<file path="config.mk">
export PLATFORM = sky130hd
export DESIGN_NAME = sort_ctrl
export DESIGN_NICKNAME = d
export VERILOG_FILES = /design/src/rtl/sort_ctrl.sv
export SDC_FILE = /design/constraint.sdc
export NUM_CORES = 1
export LEC_CHECK = 0
export BUFFER_PORTS_ARGS = -buffer_cell sky130_fd_sc_hd__buf_2
export CAP_MARGIN = 20
export CORE_ASPECT_RATIO = 1.75
export CORE_MARGIN = 2
export CORE_UTILIZATION = 50
export DETAILED_ROUTE_END_ITERATION = 8
export PLACE_DENSITY_LB_ADDON = 0.15
export REMOVE_ABC_BUFFERS = 1
export SYNTH_ARGS = -nofsm -noshare
export SYNTH_HDL_FRONTEND = slang
export SYNTH_SLANG_ARGS = --single-unit
</file>
<file path="constraint.sdc">
create_clock -name clk_i -period 4.8 [get_ports clk_i]
set_input_delay 0.48 -clock clk_i [delete_from_list [all_inputs] [get_ports clk_i]]
set_output_delay 0.48 -clock clk_i [all_outputs]
set_load 0.1 [all_outputs]
</file>
<file path="src/rtl/sort_ctrl.sv">
// rtl/sort_ctrl.sv - packet buffer and command sequencer wrapped around the sorter stage
// Buffers one sink packet, drives the sorter's load/sort/read-out/clear commands and re-emits the result.
module sort_ctrl #(
    parameter int DWIDTH       = 8,
    parameter int AWIDTH       = 4,
    parameter int SORT_TIMEOUT = 1024
) (
    input  logic              clk_i,
    input  logic              rst_i,
    input  logic [DWIDTH-1:0] snk_data_i,
    input  logic              snk_startofpacket_i,
    input  logic              snk_endofpacket_i,
    input  logic              snk_valid_i,
    output logic              snk_ready_o,
    output logic              srt_wren_o,
    output logic              srt_sort_op_o,
    output logic              srt_output_op_o,
    output logic              srt_clear_op_o,
    output logic [AWIDTH-1:0] srt_cntr_o,
    output logic [DWIDTH-1:0] srt_data_o,
    input  logic [AWIDTH-1:0] srt_rdaddr_i,
    input  logic              srt_sort_done_i,
    input  logic [DWIDTH-1:0] srt_data_i,
    output logic [DWIDTH-1:0] src_data_o,
    output logic              src_startofpacket_o,
    output logic              src_endofpacket_o,
    output logic              src_valid_o,
    input  logic              src_ready_i,
    output logic              err_o
);

    localparam int DEPTH = 2**AWIDTH;
    localparam int WDW   = $clog2(SORT_TIMEOUT + 1);
    localparam logic [AWIDTH-1:0] MAXLEN = AWIDTH'(DEPTH - 1);
    localparam logic [AWIDTH-1:0] A_ONE  = AWIDTH'(1);
    localparam logic [WDW-1:0]    WD_ONE = WDW'(1);
    localparam logic [WDW-1:0]    WD_TMO = WDW'(SORT_TIMEOUT);
    localparam logic [WDW-1:0]    WD_PRE = WDW'(SORT_TIMEOUT - 1);

    typedef enum logic [2:0] {
        S_CLEAR,
        S_IDLE,
        S_RECV,
        S_SORT,
        S_DRAIN
    } state_t;

    state_t              state_q, state_d;
    logic [AWIDTH-1:0]   len_q, len_d;
    logic [AWIDTH-1:0]   ops_q, ops_d;
    logic [AWIDTH-1:0]   caps_q, caps_d;
    logic [WDW-1:0]      wd_q, wd_d;
    logic                err_q, err_d;
    logic                cap_q, cap_d;
    logic [DWIDTH-1:0]   src_data_q, src_data_d;
    logic                src_valid_q, src_valid_d;
    logic                src_sop_q, src_sop_d;
    logic                src_eop_q, src_eop_d;

    logic [DWIDTH-1:0]   buf_mem [DEPTH];

    logic                snk_ready;
    logic                snk_xfer;
    logic                store;
    logic [AWIDTH-1:0]   wr_addr;
    logic                src_xfer;
    logic                issue;

    always_comb begin
        snk_ready = (state_q == S_IDLE) || (state_q == S_RECV);
        snk_xfer  = snk_valid_i && snk_ready;
        store     = 1'b0;
        if (state_q == S_IDLE) begin
            store = snk_xfer && snk_startofpacket_i;
        end else if (state_q == S_RECV) begin
            store = snk_xfer && (snk_startofpacket_i || (len_q != MAXLEN));
        end
        wr_addr  = snk_startofpacket_i ? '0 : len_q;
        src_xfer = src_valid_q && src_ready_i;
        // cap_q marks an op issued last cycle; spacing ops keeps the capture slot free.
        issue    = (state_q == S_DRAIN) && !cap_q && (ops_q != len_q)
                   && (!src_valid_q || src_ready_i);
    end

    always_comb begin
        state_d     = state_q;
        len_d       = len_q;
        ops_d       = ops_q;
        caps_d      = caps_q;
        wd_d        = wd_q;
        err_d       = 1'b0;
        cap_d       = issue;
        src_data_d  = src_data_q;
        src_valid_d = src_valid_q;
        src_sop_d   = src_sop_q;
        src_eop_d   = src_eop_q;

        if (src_xfer) begin
            src_valid_d = 1'b0;
            src_sop_d   = 1'b0;
            src_eop_d   = 1'b0;
        end
        if (cap_q) begin
            src_data_d  = srt_data_i;
            src_valid_d = 1'b1;
            src_sop_d   = (caps_q == '0);
            src_eop_d   = ((caps_q + A_ONE) == len_q);
            caps_d      = caps_q + A_ONE;
        end
        if (issue) begin
            ops_d = ops_q + A_ONE;
        end

        case (state_q)
            S_CLEAR: begin
                state_d = S_IDLE;
                len_d   = '0;
                ops_d   = '0;
                caps_d  = '0;
                wd_d    = '0;
            end
            S_IDLE: begin
                if (store) begin
                    len_d = A_ONE;
                    wd_d  = '0;
                    state_d = snk_endofpacket_i ? S_SORT : S_RECV;
                end
            end
            S_RECV: begin
                if (snk_xfer) begin
                    if (snk_startofpacket_i) begin
                        len_d = A_ONE;
                    end else if (len_q != MAXLEN) begin
                        len_d = len_q + A_ONE;
                    end
                    if (snk_endofpacket_i) begin
                        state_d = S_SORT;
                        wd_d    = '0;
                    end
                end
            end
            S_SORT: begin
                // err_o is high in the cycle the watchdog sits at the limit; the clear follows.
                if (wd_q == WD_TMO) begin
                    state_d = S_CLEAR;
                    len_d   = '0;
                end else if (srt_sort_done_i) begin
                    state_d = S_DRAIN;
                end else begin
                    wd_d  = wd_q + WD_ONE;
                    err_d = (wd_q == WD_PRE);
                end
            end
            S_DRAIN: begin
                if (src_xfer && src_eop_q) begin
                    state_d = S_CLEAR;
                    len_d   = '0;
                end
            end
            default: begin
                state_d = S_CLEAR;
            end
        endcase
    end

    always_ff @(posedge clk_i or posedge rst_i) begin
        if (rst_i) begin
            state_q     <= S_CLEAR;
            len_q       <= '0;
            ops_q       <= '0;
            caps_q      <= '0;
            wd_q        <= '0;
            err_q       <= 1'b0;
            cap_q       <= 1'b0;
            src_data_q  <= '0;
            src_valid_q <= 1'b0;
            src_sop_q   <= 1'b0;
            src_eop_q   <= 1'b0;
        end else begin
            state_q     <= state_d;
            len_q       <= len_d;
            ops_q       <= ops_d;
            caps_q      <= caps_d;
            wd_q        <= wd_d;
            err_q       <= err_d;
            cap_q       <= cap_d;
            src_data_q  <= src_data_d;
            src_valid_q <= src_valid_d;
            src_sop_q   <= src_sop_d;
            src_eop_q   <= src_eop_d;
        end
    end

    always_ff @(posedge clk_i) begin
        if (store) begin
            buf_mem[wr_addr] <= snk_data_i;
        end
    end

    assign snk_ready_o         = snk_ready;
    assign srt_wren_o          = store;
    assign srt_sort_op_o       = (state_q == S_SORT);
    assign srt_output_op_o     = issue;
    // Gated by rst_i so the clear pulse lands in the first cycle after release, not during reset.
    assign srt_clear_op_o      = (state_q == S_CLEAR) && !rst_i;
    assign srt_cntr_o          = len_q;
    assign srt_data_o          = (srt_rdaddr_i < len_q) ? buf_mem[srt_rdaddr_i] : '0;
    assign src_data_o          = src_data_q;
    assign src_startofpacket_o = src_sop_q;
    assign src_endofpacket_o   = src_eop_q;
    assign src_valid_o         = src_valid_q;
    assign err_o               = err_q;

endmodule
</file>
==> impl_metrics.json, run 1 <==
{
  "status": "finished, final reports clean",
  "syn_to_final_growth_pct": 14.26,
  "switching_share_pct": 36.56,
  "hold_viol": 0,
  "htreeDepth": 4,
  "p_leak_nw": 3.131,
  "grt_max_degree": 40,
  "postSynthAreaPerCell_sq_um": 16.09,
  "drv_slew": 0,
  "synth-async-reset-ratio_pct": 23.35,
  "grt_overflow": 0,
  "die_area_sq_mm": 0.01564,
  "min_period_ns": 3.363,
  "clockBufferDepth": 2,
  "antenna_found_initial": 0,
  "via_per_inst": 5.774,
  "num_io_pins": 56,
  "drive_gt1_share_pct": 25.75,
  "dp_hpwl_um": 10020,
  "dr.first_iter.drc_count": 357,
  "fin_ws_ns": 1.437,
  "grt_usage_pct": 20.34,
  "grt_pass1_wl_um": 22850,
  "cts_tree": "built",
  "p_comb_share_pct": 26.8,
  "insertion_delay_ns": 0.41,
  "clock-sinks": 167,
  "start_util_pct": 50.85,
  "synth_top_flop_cell": "edfxtp_1",
  "dr.pass1.iters": 5,
  "die_w_um": 95.39,
  "hp-class": "in2async",
  "p_seq_share_pct": 41.5,
  "synth-edff-count": 128,
  "register_area_sq_mm": 0.004820,
  "cp-start-kind": "flop",
  "vias": 4111,
  "cts-hold-fix-buffers": 0,
  "synth.cell_area_sq_mm": 0.007307,
  "cts_setup_buffers": 0,
  "routedWlPerCell_um": 21.02,
  "synth_cell_types": 53,
  "multi_input_area_sq_mm": 0.002292,
  "slowest_delay_ns": 0.67,
  "critPathMaxFanout": 13,
  "cap_violations": 0,
  "synth_common_cells": "edfxtp_1, dfrtp_1, nor2_1, nand2_1, mux4_2",
  "finClkSkew_ns": 0.006735,
  "crit_chain": "inv_1 -> ha_1 -> a21o_1 -> a21o_1 -> a21o_1 -> a211oi_1 -> buf_2",
  "fin_crit_sh_pct": 70.06,
  "place_ws_ns": 1.419,
  "netlist_instances": 454,
  "antenna_left": 0,
  "worst_setup_path_end_kind": "primary output",
  "yosysTopAreaCell": "edfxtp_1",
  "grt_pass1_vias": 4166,
  "gp_congestion": 0.8406,
  "root_buffer": "clkbuf_16",
  "synth_top_area_share_pct": 52.60,
  "cp.depth": 7,
  "yosysMostFrequentCell": "edfxtp_1",
  "grt_setup_unrepaired": "false",
  "dp_cells": 678,
  "worst_ep_required_time_ns": 4.32,
  "finalSetupViolCount": 0,
  "ys_seq_area_share_pct": 65.96,
  "hold_ws_ns": 0.1958,
  "cpMostUsedCell": "a21o_1",
  "p_switching_mw": 1.562,
  "final_nets": 555,
  "cp_num_buf_inv": 2,
  "ys_seq_elements": 167,
  "numCtsBuffers": 17,
  "yosys-top-cells-area": "edfxtp_1, dfrtp_1, mux4_2",
  "slew_headroom_pct": 27.58,
  "worst_slew_pin_slew_ns": 1.082,
  "finalWirelength_um": 14970,
  "die_h_um": 163.9,
  "rows": 58,
  "p_int_mw": 2.711,
  "clk_pin_slew_ns": 0.06,
  "total_power_mw": 4.273,
  "port_buffers": 55,
  "fin_util_pct": 58.11,
  "crit_arrival_ns": 2.88,
  "powerDensity_mw_per_mm2": 511.7,
  "reg2reg_depth": 6,
  "ir_worst_vdd_v": 0.0004775,
  "layout.cells.non_filler": 712,
  "critPathSlowestCell": "dfrtp_1",
  "synth_warnings": 0,
  "cts.repair.resized": 0,
  "fillerInstances": 1140,
  "critPathTopFamily": "compound AO/OA/AOI/OAI gates",
  "diodes": 0,
  "core_sq_mm": 0.01437,
  "clockPowerShare_pct": 31.7,
  "fmax_ghz": 0.2974,
  "path_class": "reg2out",
  "drc": 0
}
[cell usage in the layout, fill, tap and decap left out, types with 4 or more instances in the layout]
master	count
edfxtp_1	128
buf_2	55
dfrtp_1	39
nor2_1	28
nand2_1	27
mux4_2	25
o21ai_0	18
inv_1	17
clkbuf_16	17
mux4_1	14
nand3_1	13
a21oi_1	11
nor2b_1	11
ha_1	9
nand4_1	8
xnor2_1	8
xor2_1	8
mux2_2	8
buf_4	7
nand2b_1	6
inv_6	6
a21o_1	5
nor3_1	4
mux2i_1	4
[state kept, by name, indices dropped and copies added (netlist names)]
register and cells:
buf_mem 128, cap_q 1, caps_q 4, err_o 1
ops_q 4, src_data_o 8, src_endofpacket_o 1, src_startofpacket_o 1
src_valid_o 1, srt_cntr_o 4, state_q 3, wd_q 11
[path summary, 6_finish.rpt]
path	startpoint	endpoint	slack, ns
setup / recovery	srt_cntr_o[1]$_DFFE_PP0P_	srt_data_o[6]	1.44
hold / removal	rst_i	src_valid_o$_DFFE_PP0P_	0.20
setup reg to reg	srt_cntr_o[0]$_DFFE_PP0P_	buf_mem[7][2]$_DFFE_PP_	1.47
hold reg to reg	src_data_o[7]$_DFFE_PP0P_	src_data_o[7]$_DFFE_PP0P_	0.50
max in group asynchronous	rst_i	src_data_o[0]$_DFFE_PP0P_	4.26
min in group clk_i	srt_data_i[7]	src_data_o[7]$_DFFE_PP0P_	0.29
[worst reg2reg max path, delay by kind of cell (launching register included)]
kind,cells,cell delay (ns)
AOI/OAI and AO/OA,1,0.27
adders and majority gates,1,0.35
DFF,1,0.59
and+or+nand+nor,4,1.74
[power by group through the flow]
stage,clock network [mW],logic (mW),registers (mW)
after floorplan,0,0.562,2.14
after global placement,0,1.14,1.80
after detailed placement,0,1.15,1.80
after CTS,1.38,1.15,1.77
after global routing,1.43,1.22,1.79
final,1.35,1.14,1.77
[through the flow]
step,area [sq um],setup TNS (ns)
after global placement,7736,0
after floorplan,7173,-0.02126
final,8349,0
after CTS,8327,0
after detailed placement,7736,0
after global routing,8349,0
[logic make-up after synthesis]
kind of cell             synth area share (%)
multiplexers                            14.52
adder cells (fa/ha/maj)                 1.541
AND/OR/NAND/NOR                         8.510
buffers and inverters                   2.808
XOR/XNOR                                1.918
AO/OA/AOI/OAI                           4.743
flip-flops                              65.96
[metal layers]
layer  vias to the layer above  routed length (um)  global-route usage [%]
met5                         -                   0                       0
met4                         0                 258                   7.597
met3                        17                 534                   3.394
met2                       102                8388                   35.88
met1                      2090                5784                   24.83
li1                       1902                   -                       -
[area by class of cell]
class / count / share of cell area (%)
sequential: 167 / 57.73
inverter: 19 / 0.8542
clock inverter: 15 / 1.978
timing repair buffer: 64 / 4.196
tap: 180 / 2.697
clock buffer: 17 / 5.095
multi-input combinational: 250 / 27.45
Power figures use the tool's default switching activity.
==> run 2: changes to the inputs <==
==> constraint.sdc (replaced) <==
create_clock -name clk_i -period 2.9 [get_ports clk_i]
set_input_delay 0.29 -clock clk_i [delete_from_list [all_inputs] [get_ports clk_i]]
set_output_delay 0.29 -clock clk_i [all_outputs]
set_load 0.1 [all_outputs]
==> run 2 against run 1 <==
Compared with the run above: non-clock buffer count increased by 20; sequential share of layout area down 1.3 points; routed wire length rose by 2.1%; critical path type unchanged; largest power group unchanged.
==> impl_metrics.json, run 2 (synthesis gave the netlist of run 1 again) <==
{
  "status": "finished, final reports clean",
  "hold_viol": 0,
  "r2r-start": "srt_cntr_o[1]$_DFFE_PP0P_",
  "r2r-end": "buf_mem[4][3]$_DFFE_PP_",
  "clock-sinks": 167,
  "worst_slew_pin_slew_ns": 0.9262,
  "grt_pass1_vias": 4274,
  "path_class": "reg2out",
  "min_period_ns": 2.703,
  "clk_pin_slew_ns": 0.07,
  "antenna_found_initial": 0,
  "cts_setup_buffers": 0,
  "numCtsBuffers": 17,
  "vias": 4214,
  "worst_ep_required_time_ns": 2.61,
  "grt_max_degree": 34,
  "worst_setup_path_end_kind": "primary output",
  "cts_tree": "built",
  "num_io_pins": 56,
  "drv_slew": 0,
  "htreeDepth": 4,
  "crit_arrival_ns": 2.41,
  "grt_setup_unrepaired": "false",
  "die_w_um": 95.39,
  "routedWlPerCell_um": 20.86,
  "port_buffers": 55,
  "via_per_inst": 5.757,
  "reg2reg_depth": 7,
  "final_cell_area_sq_mm": 0.008549,
  "regMostFlops": "buf_mem",
  "finClkSkew_ns": 0.008565,
  "slew_headroom_pct": 38.19,
  "dr.first_iter.drc_count": 265,
  "dp_hpwl_um": 10440,
  "start_util_pct": 50.85,
  "hp-class": "in2async",
  "total_power_mw": 7.100,
  "clockBufferDepth": 2,
  "p_leak_nw": 3.228,
  "insertion_delay_ns": 0.42,
  "place_area_sq_mm": 0.007931,
  "syn_to_final_growth_pct": 17.00,
  "drc": 0,
  "powerDensity_mw_per_mm2": 830.5,
  "antenna_left": 0,
  "hold_ws_ns": 0.07877,
  "ir_worst_vdd_v": 0.0007392,
  "rrSetupSlack_ns": 0.42,
  "die_h_um": 163.9,
  "critPathMaxFanout": 8,
  "fin_crit_sh_pct": 93.21,
  "final_nets": 575,
  "fin_ws_ns": 0.1970,
  "diodes": 0,
  "cp-start-kind": "flop",
  "root_buffer": "clkbuf_16",
  "final_cell_mix": "edfxtp_1, buf_2, dfrtp_1",
  "gp_congestion": 0.8111,
  "grt_overflow": 0,
  "rows": 58,
  "layout_commonest_cell": "edfxtp_1",
  "grt_usage_pct": 21.41,
  "die_area_sq_mm": 0.01564,
  "fmax_ghz": 0.3700,
  "cap_violations": 0,
  "largest_reg_flops": 128,
  "place_ws_ns": 0.4103,
  "core_sq_mm": 0.01437,
  "finalWirelength_um": 15270,
  "dr.pass1.iters": 5,
  "finalSetupViolCount": 0,
  "drive_gt1_share_pct": 28.62,
  "grt_pass1_wl_um": 23970
}
==> run 2: timing repair <==
action / CTS / global route
setup endpoints to repair: 3 / 9
resized for setup: 3 / 8
hold buffers: 0 / 0
endpoints found under the hold margin: 0 / 0
==> run 2: worst max-delay path, cell delays in order (launching register included) <==
cell	delay [ns]
dfrtp_2	0.44
inv_1	0.08
ha_1	0.30
a21o_1	0.15
a21o_1	0.17
a21o_1	0.34
nor2b_1	0.17
clkbuf_4	0.34
==> run 2: area by class of cell <==
type	instances	area, sq um
Multi-Input combinational cell	250	2287
Inverter	19	71.32
Clock inverter	15	162.7
Clock buffer	17	425.4
Sequential cell	167	4821
Tap cell	180	225.2
Fill cell	1125	5819
Timing Repair Buffer	84	556.8
==> run 2: metal layers <==
metal | global-route usage (%) | share of wire (%) | wire, um | vias to the layer above
li1 | - | - | - | 1942
met1 | 25.99 | 39 | 6011 | 2182
met2 | 38.86 | 57 | 8717 | 80
met3 | 3.853 | 2.6 | 393 | 10
met4 | 5.649 | 0.97 | 148 | 0
met5 | 0 | 0 | 0 | -
==> run 2: where the power goes <==
part | internal [mW] | switching, mW
Sequential | 2.74 | 0.141
Combinational | 0.493 | 1.51
Clock | 1.22 | 0.992
Total | 4.46 | 2.64
==> run 2: worst max-delay path by stage <==
stage / from / to
2_1_floorplan: srt_cntr_o[1]$_DFFE_PP0P_ / srt_data_o[6]
3_3_place_gp: srt_rdaddr_i[0] / srt_data_o[3]
3_5_place_dp: srt_rdaddr_i[0] / srt_data_o[3]
4_1_cts: srt_cntr_o[1]$_DFFE_PP0P_ / srt_data_o[6]
5_1_grt: state_q[0]$_DFFE_PP0P_ / srt_output_op_o
6_report: srt_cntr_o[1]$_DFFE_PP0P_ / srt_data_o[0]
==> run 2: stage by stage <==
stage                     util, %  setup TNS (ns)  cells
final                       59.50               0    732
after global routing        59.50               0    732
after CTS                   59.34               0    732
after detailed placement    55.20               0    700
after global placement      55.20               0    700
after floorplan                 -          -16.18    436
